### src/rtl/coin_pkg.sv
// coin_pkg: shared types and constants for the coin front end.
// Channel state encoding, debounce/jam defaults, and coin values for
// downstream credit logic.
package coin_pkg;

  typedef enum logic [1:0] {
    ST_IDLE    = 2'b00,
    ST_ARM     = 2'b01,
    ST_HOLD    = 2'b10,
    ST_RELEASE = 2'b11
  } chan_state_e;

  localparam int DEBOUNCE_CYCLES_DEF = 4;
  localparam int CNT_W_DEF           = 3;
  localparam int JAM_CYCLES_DEF      = 64;

  localparam int NICKEL_VALUE = 5;
  localparam int DIME_VALUE   = 10;

endpackage

### src/rtl/coin_debounce.sv
// coin_debounce: one sensor channel. Two-flop synchroniser, debounce FSM
// with a shared up-counter, and (with JAM_DETECT_EN defined) a jam timer
// that measures how long the coin sits in HOLD.
//
// state   | meaning
// --------+---------------------------------------------------------
// IDLE    | slot empty, waiting for the synchronised line to go high
// ARM     | line high, counting toward acceptance; a low rejects it
// HOLD    | coin accepted (qualify fired once), waiting for release
// RELEASE | line low, counting toward idle; a high returns to HOLD
module coin_debounce
  import coin_pkg::*;
#(
  parameter int DEBOUNCE_CYCLES = DEBOUNCE_CYCLES_DEF,
  parameter int CNT_W           = CNT_W_DEF
`ifdef JAM_DETECT_EN
  ,
  parameter int JAM_CYCLES      = JAM_CYCLES_DEF
`endif
) (
  input  logic clk,
  input  logic reset_n,
  input  logic raw_i,
  output logic qualify_o,
  output logic busy_o
`ifdef JAM_DETECT_EN
  ,
  output logic jam_o
`endif
);

  localparam logic [CNT_W-1:0] CNT_LAST = CNT_W'(DEBOUNCE_CYCLES - 1);
  localparam logic [CNT_W-1:0] CNT_ONE  = CNT_W'(1);

  logic             sync1_q, sync2_q;
  logic             s;
  chan_state_e      state_q, state_d;
  logic [CNT_W-1:0] cnt_q, cnt_d;

  // Two-flop synchroniser for the asynchronous sensor line
  always_ff @(posedge clk or negedge reset_n) begin
    if (!reset_n) begin
      sync1_q <= 1'b0;
      sync2_q <= 1'b0;
    end else begin
      sync1_q <= raw_i;
      sync2_q <= sync1_q;
    end
  end

  assign s = sync2_q;

  // State and debounce counter registers
  always_ff @(posedge clk or negedge reset_n) begin
    if (!reset_n) begin
      state_q <= ST_IDLE;
      cnt_q   <= '0;
    end else begin
      state_q <= state_d;
      cnt_q   <= cnt_d;
    end
  end

  // Next-state and counter update; the counter stops at CNT_LAST by construction
  always_comb begin
    state_d = state_q;
    cnt_d   = cnt_q;
    unique case (state_q)
      ST_IDLE: begin
        if (s) begin
          state_d = ST_ARM;
          cnt_d   = CNT_ONE;
        end
      end
      ST_ARM: begin
        if (!s) begin
          state_d = ST_IDLE;
          cnt_d   = '0;
        end else if (cnt_q == CNT_LAST) begin
          state_d = ST_HOLD;
          cnt_d   = '0;
        end else begin
          cnt_d = cnt_q + CNT_ONE;
        end
      end
      ST_HOLD: begin
        if (!s) begin
          state_d = ST_RELEASE;
          cnt_d   = CNT_ONE;
        end
      end
      ST_RELEASE: begin
        if (s) begin
          state_d = ST_HOLD;
          cnt_d   = '0;
        end else if (cnt_q == CNT_LAST) begin
          state_d = ST_IDLE;
          cnt_d   = '0;
        end else begin
          cnt_d = cnt_q + CNT_ONE;
        end
      end
      default: begin
        state_d = ST_IDLE;
        cnt_d   = '0;
      end
    endcase
  end

  // Outputs: qualify on the ARM->HOLD transition, busy whenever not idle
  always_comb begin
    qualify_o = (state_q == ST_ARM) && s && (cnt_q == CNT_LAST);
    busy_o    = (state_q != ST_IDLE);
  end

`ifdef JAM_DETECT_EN
  localparam int              JAM_W    = $clog2(JAM_CYCLES + 1);
  localparam logic [JAM_W-1:0] JAM_MAX  = JAM_W'(JAM_CYCLES);
  localparam logic [JAM_W-1:0] JAM_LAST = JAM_W'(JAM_CYCLES - 1);

  logic [JAM_W-1:0] jam_cnt_q;
  logic             jam_q;

  // Jam timer runs only in HOLD; the flag is sticky until reset
  always_ff @(posedge clk or negedge reset_n) begin
    if (!reset_n) begin
      jam_cnt_q <= '0;
      jam_q     <= 1'b0;
    end else if (state_q == ST_HOLD) begin
      if (jam_cnt_q != JAM_MAX) begin
        jam_cnt_q <= jam_cnt_q + JAM_W'(1);
      end
      if (jam_cnt_q == JAM_LAST) begin
        jam_q <= 1'b1;
      end
    end else begin
      jam_cnt_q <= '0;
    end
  end

  assign jam_o = jam_q;
`endif

endmodule

### src/rtl/coin_detector.sv
// coin_detector: two debounced sensor channels, registered coin pulses and
// conflict arbitration. Define JAM_DETECT_EN to add the sticky jam output.
module coin_detector
  import coin_pkg::*;
#(
  parameter int DEBOUNCE_CYCLES = DEBOUNCE_CYCLES_DEF,
  parameter int CNT_W           = CNT_W_DEF
`ifdef JAM_DETECT_EN
  ,
  parameter int JAM_CYCLES      = JAM_CYCLES_DEF
`endif
) (
  input  logic clk,
  input  logic reset_n,
  input  logic nickel_raw,
  input  logic dime_raw,
  output logic n,
  output logic d,
  output logic busy,
  output logic conflict
`ifdef JAM_DETECT_EN
  ,
  output logic jam
`endif
);

  logic qual_n, qual_d;
  logic busy_n, busy_d;
  logic n_q, d_q, conflict_q;
  logic n_d, d_d, conflict_d;

`ifdef JAM_DETECT_EN
  logic jam_n, jam_d;
`endif

  coin_debounce #(
    .DEBOUNCE_CYCLES(DEBOUNCE_CYCLES),
    .CNT_W          (CNT_W)
`ifdef JAM_DETECT_EN
    ,
    .JAM_CYCLES     (JAM_CYCLES)
`endif
  ) u_nickel (
    .clk      (clk),
    .reset_n  (reset_n),
    .raw_i    (nickel_raw),
    .qualify_o(qual_n),
    .busy_o   (busy_n)
`ifdef JAM_DETECT_EN
    ,
    .jam_o    (jam_n)
`endif
  );

  coin_debounce #(
    .DEBOUNCE_CYCLES(DEBOUNCE_CYCLES),
    .CNT_W          (CNT_W)
`ifdef JAM_DETECT_EN
    ,
    .JAM_CYCLES     (JAM_CYCLES)
`endif
  ) u_dime (
    .clk      (clk),
    .reset_n  (reset_n),
    .raw_i    (dime_raw),
    .qualify_o(qual_d),
    .busy_o   (busy_d)
`ifdef JAM_DETECT_EN
    ,
    .jam_o    (jam_d)
`endif
  );

  // Arbitration: same-cycle qualifies suppress both coins and flag a conflict
  always_comb begin
    n_d        = qual_n & ~qual_d;
    d_d        = qual_d & ~qual_n;
    conflict_d = qual_n & qual_d;
  end

  // Registered single-cycle output pulses
  always_ff @(posedge clk or negedge reset_n) begin
    if (!reset_n) begin
      n_q        <= 1'b0;
      d_q        <= 1'b0;
      conflict_q <= 1'b0;
    end else begin
      n_q        <= n_d;
      d_q        <= d_d;
      conflict_q <= conflict_d;
    end
  end

  assign n        = n_q;
  assign d        = d_q;
  assign conflict = conflict_q;
  assign busy     = busy_n | busy_d;

`ifdef JAM_DETECT_EN
  assign jam = jam_n | jam_d;
`endif

endmodule

### config.mk
export PLATFORM = sky130hd
export DESIGN_NAME = coin_detector
export DESIGN_NICKNAME = d
export VERILOG_FILES = /design/src/rtl/coin_pkg.sv /design/src/rtl/coin_debounce.sv /design/src/rtl/coin_detector.sv
export SDC_FILE = /design/constraint.sdc
export NUM_CORES = 1
export LEC_CHECK = 0
export ABC_AREA = 1
export CAP_MARGIN = 20
export CORE_MARGIN = 5
export CORE_UTILIZATION = 48
export DETAILED_ROUTE_END_ITERATION = 8
export PLACE_DENSITY = 0.73
export SLEW_MARGIN = 40
export SYNTH_ARGS = -nofsm -noshare
export SYNTH_HDL_FRONTEND = slang
export SYNTH_HIERARCHICAL = 1
export SYNTH_SLANG_ARGS = --single-unit
### constraint.sdc
create_clock -name clk -period 1.29 [get_ports clk]
set_clock_uncertainty 0.1 [all_clocks]
set_input_delay 0.129 -clock clk [delete_from_list [all_inputs] [get_ports clk]]
set_output_delay 0.129 -clock clk [all_outputs]
set_load 0.005 [all_outputs]
Word-level counts from Yosys, hierarchy flattened

Cells that the tools add are included.

Add/sub/neg operators: 2
Equality and inequality tests: 16
Mux-type cells: 26
Bitwise gates (word level): 6
Reductions and logical operators: 12

Operators by type and width:

| kind                                                                     | count |
|---|---|
| 3-bit two-way mux                                                        | 10 |
| 2-bit two-way mux                                                        | 12 |
| 3-bit one-hot mux with 4 select lines                                    | 2 |
| 2-bit one-hot mux with 4 select lines                                    | 2 |
| 2-bit == test (second input constant)                                    | 4 |
| 4-bit AND reduction                                                      | 2 |
| 3-bit by 1-bit adder with 3-bit output (second input constant)           | 2 |
| 3-bit by 2-bit == test with 1-bit output (second input constant)         | 2 |
| 3-bit by 1-bit inequality test with 1-bit output (second input constant) | 2 |
| 3-bit inequality test (second input constant)                            | 2 |
| 2-bit by 1-bit == test with 1-bit output (second input constant)         | 2 |
| 1-bit logical AND                                                        | 4 |
| 2-bit logical NOT                                                        | 2 |
| 2-bit by 1-bit inequality test with 1-bit output (second input constant) | 2 |
| 2-bit inequality test (second input constant)                            | 2 |
| 2-bit AND reduction                                                      | 2 |
| 2-bit nonzero test                                                       | 2 |
| 1-bit bitwise AND                                                        | 3 |
| 1-bit NOT                                                                | 2 |
| 1-bit bitwise OR                                                         | 1 |

Flip-flop bits (word level): 17
Input bits: 4
Output and inout bits: 4
Word-level logic and storage cells: 73

Depth between registers and ports, before layout

Depth in word-level cells: 5
Mapped depth: 7

Modules after synthesis

The synthesis kept the hierarchy.

Modules (own cells, without submodules):

| module        | times used | cells each | area an instance (µm²) |
|---|---|---|---|
| coin_debounce | 2          | 45         | 349.1 |
| coin_detector | 1          | 12         | 108.9 |

Least setup slack after synthesis

OpenSTA, ideal clock, no wires.

Path type: reg2reg
From: register u_dime.cnt_q[0]
To: register d_q, in the netlist d
Arrival time: 1.050 ns
Data required time: 1.119 ns
Slack: 0.069 ns
Cell stages (with the launch flop): 8
Path buffers: 0
Period minus slack after synthesis: 1.221 ns
Cell sequence: dfrtp_1 ha_1 inv_1 nor2_1 nand2_1 nor2_1 inv_1 nor2_1

Cells in the longest elaborated chain, start to end: 3

RTL lines:

| element                                  | RTL line             | source |
|---|---|---|
| start, declared                          | coin_debounce.sv:38  | `logic [CNT_W-1:0] cnt_q, cnt_d;` |
| start signal, assigned                   | coin_debounce.sv:60  | `cnt_q <= cnt_d;` |
| 3-bit by 2-bit == test with 1-bit output | coin_debounce.sv:112 | `qualify_o = (state_q == ST_ARM) && s && (cnt_q == CNT_LAST);` |
| 1-bit logical AND                        | coin_debounce.sv:112 |  |
| named net qual_d                         | coin_detector.sv:27  | `logic qual_n, qual_d;` |
| 1-bit bitwise AND                        | coin_detector.sv:77  | `d_d = qual_d & ~qual_n;` |
| named net d_d                            | coin_detector.sv:30  | `logic n_d, d_d, conflict_d;` |
| end signal, assigned                     | coin_detector.sv:85  | `d_q <= 1'b0;` |
| end signal, assigned                     | coin_detector.sv:89  | `d_q <= d_d;` |
| end, declared                            | coin_detector.sv:29  | `logic n_q, d_q, conflict_q;` |

The timed path passes the listed nets, and every way through them passes these cells.
A chain may end at the register's enable or synchronous reset.

==> impl_results.md <==
* Final nets at 135
* CP Max Fanout at 3
* Sequential share of the synthesized area at 52.7%
* DRT iter0 DRCs at 29
* Share of the clock period used by the worst path at 97.2%
* Clock Latency Late Sink at 290 ps
* Area share of the largest cell type after synthesis at 52.7%
* Post-synth top flop: dfrtp_1
* Count leader, synth: nand2_1
* Drt pass-1 iters at 4
* H-tree lvl count at 1
* Clock slew at reported path FFs at 100 ps
* First-pass GRT wire length at 2.73 mm
* Worst min-delay path class: in -> async
* Crit path DAT at 1340 ps
* Initial antenna violation count at 0
* Crit path required time at 1380 ps
* Maxcap violations at 0
* Area Growth Syn to Fin at 35.2%
* Top cells by count, synth: nand2_1 (26), inv_1 (21), dfrtp_1 (17)
* Slew Limit Headroom at 85.0%
* CORE AREA at 1560 um2
* Setup violations, final at 0
* All-Layer GR Usage at 14.2%
* Via Count at 717
* Starting Density at 51.8%
* Pwr dens at 1930 nW/um2
* Proportion of layout cells with a drive suffix above 1 at 33.6%
* Top post-synthesis cells by area: dfrtp_1 (53%), nand2_1 (12%), inv_1 (9.8%), nor2_1 (6.5%), nand3_1 (6.2%)
* Worst reg-to-reg setup slack at 40 ps
* Number of max-slew violations in the final report at 0
* Largest area contributor in the netlist: dfrtp_1
* # rows at 14
* Synth unique cells at 11
* Tot Pwr at 0.00211 W
* Syn Inst Count at 102
* Worst setup SP type: flop
* Worst vdd ir at 1180 uV
* Antenna Nets Post-Route at 0
* CTS Sinks at 17
* Post-DP HPWL at 1.09 mm
* Worst path cell trace: ha_2 -> inv_2 -> nor2_4 -> nand2_2 -> buf_6 -> nand2_4 -> o21ai_2
* GP Congestion at 0.800
* Pin count of the biggest net entering global routing at 18
* Post-synth EDFFs at 0
* Max incr delay on CP at 380 ps
* Syn Area/Cell at 7.91 um2
* Global Route met3 Usage at 5.23%
* Dpl cells at 137
* Remaining DRCs at 0
* Pleak at 0.586 nW
* Vias in the first global route at 601
* Crit-path slowest cell: dfrtp_1
* Busiest grt layer: met2
* Status: completed
* Die area at 2600 um2
* Async SR Flop Fraction at 100%
* Die Ht at 51.0 um
* Die Wd at 51.0 um
* Post-DR wirelength/cell at 10.7 um
* Post-Syn Area at 807 um2
* Grt ovf at 0
* #FFs+latches synth at 17
* Final worst path period need at 1250 ps
* # diodes at 0
* Post-Layout Cell Count at 144
* IO Count at 8
* Total wire length at 1.54 mm
* Syn nets at 108
* Crit Path Category: reg -> reg
* Fillcell total at 112
* FMAX at 0.798 GHz
* Final hold viol count at 0
* Cts bufs inserted at 3
* Clk buf depth at 2
* Routed vias/inst at 4.98
* RSZ-0062 raised after global routing: true
* Root Driver: clkbuf_4
* CP endpoint kind: flop
* Port Buf Inserts at 7
* Met2 usage at 21.2%
* Worst Max-Slew Pin Slew at 225 ps
* CTS tree: built
* Ys Warns at 6
* GRT met1 Usage at 18.7%
-- critical path, delay by kind of cell, from the launching register on --
| family | cells | cell delay (ps) |
|---|---|---|
| DFF | 1 | 380 |
| adders and majority gates | 1 | 200 |
| and+or+nand+nor | 3 | 250 |
| AOI/OAI and AO/OA | 1 | 40 |
| buffers and inverters | 2 | 180 |
-- cell type report --
class / count / area [um2] / area share, %
Clock buffer: 4 / 26.3 / 2.41
Inverter: 23 / 86.3 / 7.91
Multi-Input combinational cell: 62 / 352 / 32.2
Sequential cell: 17 / 425 / 39.0
Tap cell: 16 / 20.0 / 1.83
Timing Repair Buffer: 22 / 181 / 16.6
-- where the power goes --
part / leakage [nW] / internal, W / switching (W)
logic: 0.356 / 0.000527 / 0.000550
clock network: 0.0150 / 0.000120 / 0.000165
registers: 0.215 / 0.000661 / 0.0000825
-- cell families (layout without fill, tap and decap cells) --
logic type / count (synthesis) / after routing / synth area share, %
adder cells (fa/ha/maj): 2 / 2 / 3.10
XOR/XNOR: 2 / 2 / 2.17
flip-flops: 17 / 17 / 52.7
buffers and inverters: 23 / 49 / 10.7
AND/OR/NAND/NOR: 54 / 54 / 27.9
AO/OA/AOI/OAI: 4 / 4 / 3.41
-- stage by stage --
stage / setup TNS [ps] / util [%] / cell area [um2] / worst slack, ps / hold WS [ps]
floorplan: 0 / - / 807 / 68.6 / -267
global placement: 0 / 63.3 / 987 / 33.8 / 235
detailed placement: 0 / 63.3 / 987 / 2.21 / 247
CTS: -25.8 / 64.9 / 1010 / -25.8 / 53.5
global route: -47.2 / 70.0 / 1090 / -14.7 / 64.6
finish: 0 / 70.0 / 1090 / 36.7 / 46.8
-- path summary, 6_finish.rpt --
check                                       from                         end  depth (start not counted)
worst max-delay path             u_dime/cnt_q[1]                        flop                          7
worst min-delay path                     reset_n  asynchronous set/reset pin                          2
worst max register to register   u_dime/cnt_q[1]                        flop                          7
worst min register to register  u_nickel/sync1_q                  u_nickel/s                          0
max in group asynchronous                reset_n                    u_dime/s                          2
min in group clk                        dime_raw              u_dime/sync1_q                          1
-- what timing repair did --
item                       CTS  global route
hold buffers                 0             0
buffers inserted             0             3
pin swaps                    0             6
setup endpoints to repair    5             8
resized for setup            7            22
-- routing by layer --
metal	wire length (um)	vias to the layer above	part of all wire, %
li1	-	353	-
met1	724	332	47
met2	662	27	43
met3	129	5	8.4
met4	24	0	1.6
met5	0	-	0
-- placed cells by master (no fill, tap or decap), types with 4 or more instances in the layout --
| cell | instances |
|---|---|
| inv_1 | 17 |
| nand3_1 | 10 |
| nor2_1 | 10 |
| nand2_2 | 8 |
| inv_2 | 6 |
| nand2_1 | 21 |
| dfrtp_1 | 17 |
| buf_4 | 13 |
| nor2_4 | 4 |
No activity file was read; power rests on OpenSTA's default activity.
==> variant: new RTL, config.mk and constraints unchanged <==
Remove the register `n_q`: a continuous assignment takes its place, so the output `n` follows one clock earlier.
--- a/src/rtl/coin_detector.sv
+++ b/src/rtl/coin_detector.sv
@@ -81,15 +81,15 @@
   // Registered single-cycle output pulses
   always_ff @(posedge clk or negedge reset_n) begin
     if (!reset_n) begin
-      n_q        <= 1'b0;
       d_q        <= 1'b0;
       conflict_q <= 1'b0;
     end else begin
-      n_q        <= n_d;
       d_q        <= d_d;
       conflict_q <= conflict_d;
     end
   end
+
+  assign n_q = n_d;
 
   assign n        = n_q;
   assign d        = d_q;
Check against the original RTL: not equivalent (Yosys sat finds a counterexample within 10 cycles, from zero or initial values and one cycle with reset_n low).
==> variant against the original RTL <==
  * The run now ends with setup timing left
  * Sequential share of layout area down 6.7 points
  * Clock power down 4%
  * Global-route usage up 2.8 points
  * Final area up 14%
  * Count of clock-buffer cells in the layout down 1
  * Setup slack worse by 0.39 ns
  * Final cell count up 13%
  * First-iteration DRC count unchanged
  * Power up 17%
  * Sequential cell count down 1
  * Routed wire length up 39%
  * Non-clock buffer count up 21
  * Area after synthesis down 3.1%
  * Sequential power about the same
==> variant: results <==
[status]
status = "finished, violations left"
failed_checks = "setup timing"

[grt]
grt_pass1_vias = 778
grt_first_pass_wirelength_um = 3310
grtUsageTotal_pct = 17.0
grt_max_degree = 17
antenna_found_initial = 0

[route]
routedWlPerCell_um = 13.2
dr.pass1.iters = 6
viasPerCell = 4.93
drt-initial-drc-count = 29

[layout]
drive_gt1_share_pct = 47.6
fin_nets = 155
diodes = 0

[critical_path]
path_max_fanout = 2
crit_arrival_ns = 1.42

[power_and_ir_drop]
ir_worst_vdd_mv = 1.55
leakage_nw = 0.677

[sta]
tightest_slew_ns = 0.256
layout_setup_ws_ns = -0.357
setup_viol = 6

[synthesis]
synth_commonest_cells = "26 x nand2_1, 21 x inv_1, 16 x dfrtp_1"
synth_area_leaders = "dfrtp_1 51%, nand2_1 12%, inv_1 10%"
ys_seq_area_share_pct = 51.2

[clocking]
cts_max_level = 1

[placed_design]
io_buffers = 7
hpwl_um = 1180
place_ws_ns = -0.479
gp_congestion = 0.781
-- variant: changes by cell type in the layout (fill, tap and decap cells not counted), sizes merged --
cell         delta
clkbuf          -2
dlygate4sd2     -1
dfrtp           -1
buf            +23
-- variant: critical path, cell delays in order (launching register included) --
cell and delay (ns):
dfrtp_1 0.41, ha_4 0.17, inv_4 0.04, nor2_4 0.08
nand2_2 0.07, nor2_2 0.11, inv_1 0.06, nor2_1 0.09
buf_2 0.11
-- variant: layer usage --
metal	wire length, um	global-route usage [%]	up-vias
li1	-	-	391
met1	987	21.4	381
met2	1020	28.0	30
met3	127	4.14	2
met4	14	6.81	0
met5	0	0	-
-- variant: report_power, final --
group,leakage (nW),total (mW),internal (mW),switching [mW]
logic,0.463,1.45,0.779,0.671
registers,0.200,0.742,0.631,0.111
clock network,0.0138,0.273,0.108,0.165
-- variant: path summary, 6_finish.rpt --
path / end / slack [ns] / startpoint / cells after the start
setup / recovery: n / -0.36 / u_nickel/cnt_q[1]$_DFFE_PN0P_ / 8
hold / removal: u_dime/cnt_q[2]$_DFFE_PN0P_ / 0.05 / reset_n / 2
setup reg to reg: u_dime/cnt_q[2]$_DFFE_PN0P_ / -0.08 / u_dime/cnt_q[1]$_DFFE_PN0P_ / 8
hold reg to reg: u_dime/s$_DFF_PN0_ / 0.26 / u_dime/sync1_q$_DFF_PN0_ / 0
max in group asynchronous: u_dime/state_q[0]$_DFFE_PN0P_ / 0.84 / reset_n / 2
min in group clk: u_nickel/sync1_q$_DFF_PN0_ / 0.18 / nickel_raw / 1
-- variant: area by class of cell --
cell class | count | area (um2)
multi-input combinational | 62 | 360
timing repair buffer | 43 | 347
sequential | 16 | 402
clock buffer | 3 | 22.5
inverter | 23 | 91.3
tap | 16 | 20.0
fill | 78 | 282
-- variant: metrics by stage --
step	TNS (ns)	cell area (um2)	hold slack, ns	instances	power, mW
4_1_cts	-0.490	1160	0.0634	158	2.18
5_1_grt	-1.08	1240	0.0693	163	2.64
3_5_place_dp	-0.637	1050	0.239	148	1.73
3_3_place_gp	-0.524	1050	0.232	148	1.69
2_1_floorplan	0	785	-0.267	101	1.25
6_report	-0.508	1240	0.0531	163	2.47
-- variant: cell families (layout without fill, tap and decap cells) --
family / Yosys count / after routing / synth area share (%)
AOI/OAI and AO/OA: 4 / 4 / 3.52
xor gates and xnor gates: 2 / 2 / 2.24
adders and majority gates: 2 / 2 / 3.20
buffers and inverters: 23 / 69 / 11.0
DFF: 16 / 16 / 51.2
and+or+nand+nor: 54 / 54 / 28.8
-- variant: what timing repair did --
item | 4_1_cts | 5_1_grt
pin swaps | 10 | 9
setup endpoints to repair | 7 | 10
cloned | 0 | 0
setup buffers | 7 | 10
resized for setup | 29 | 15
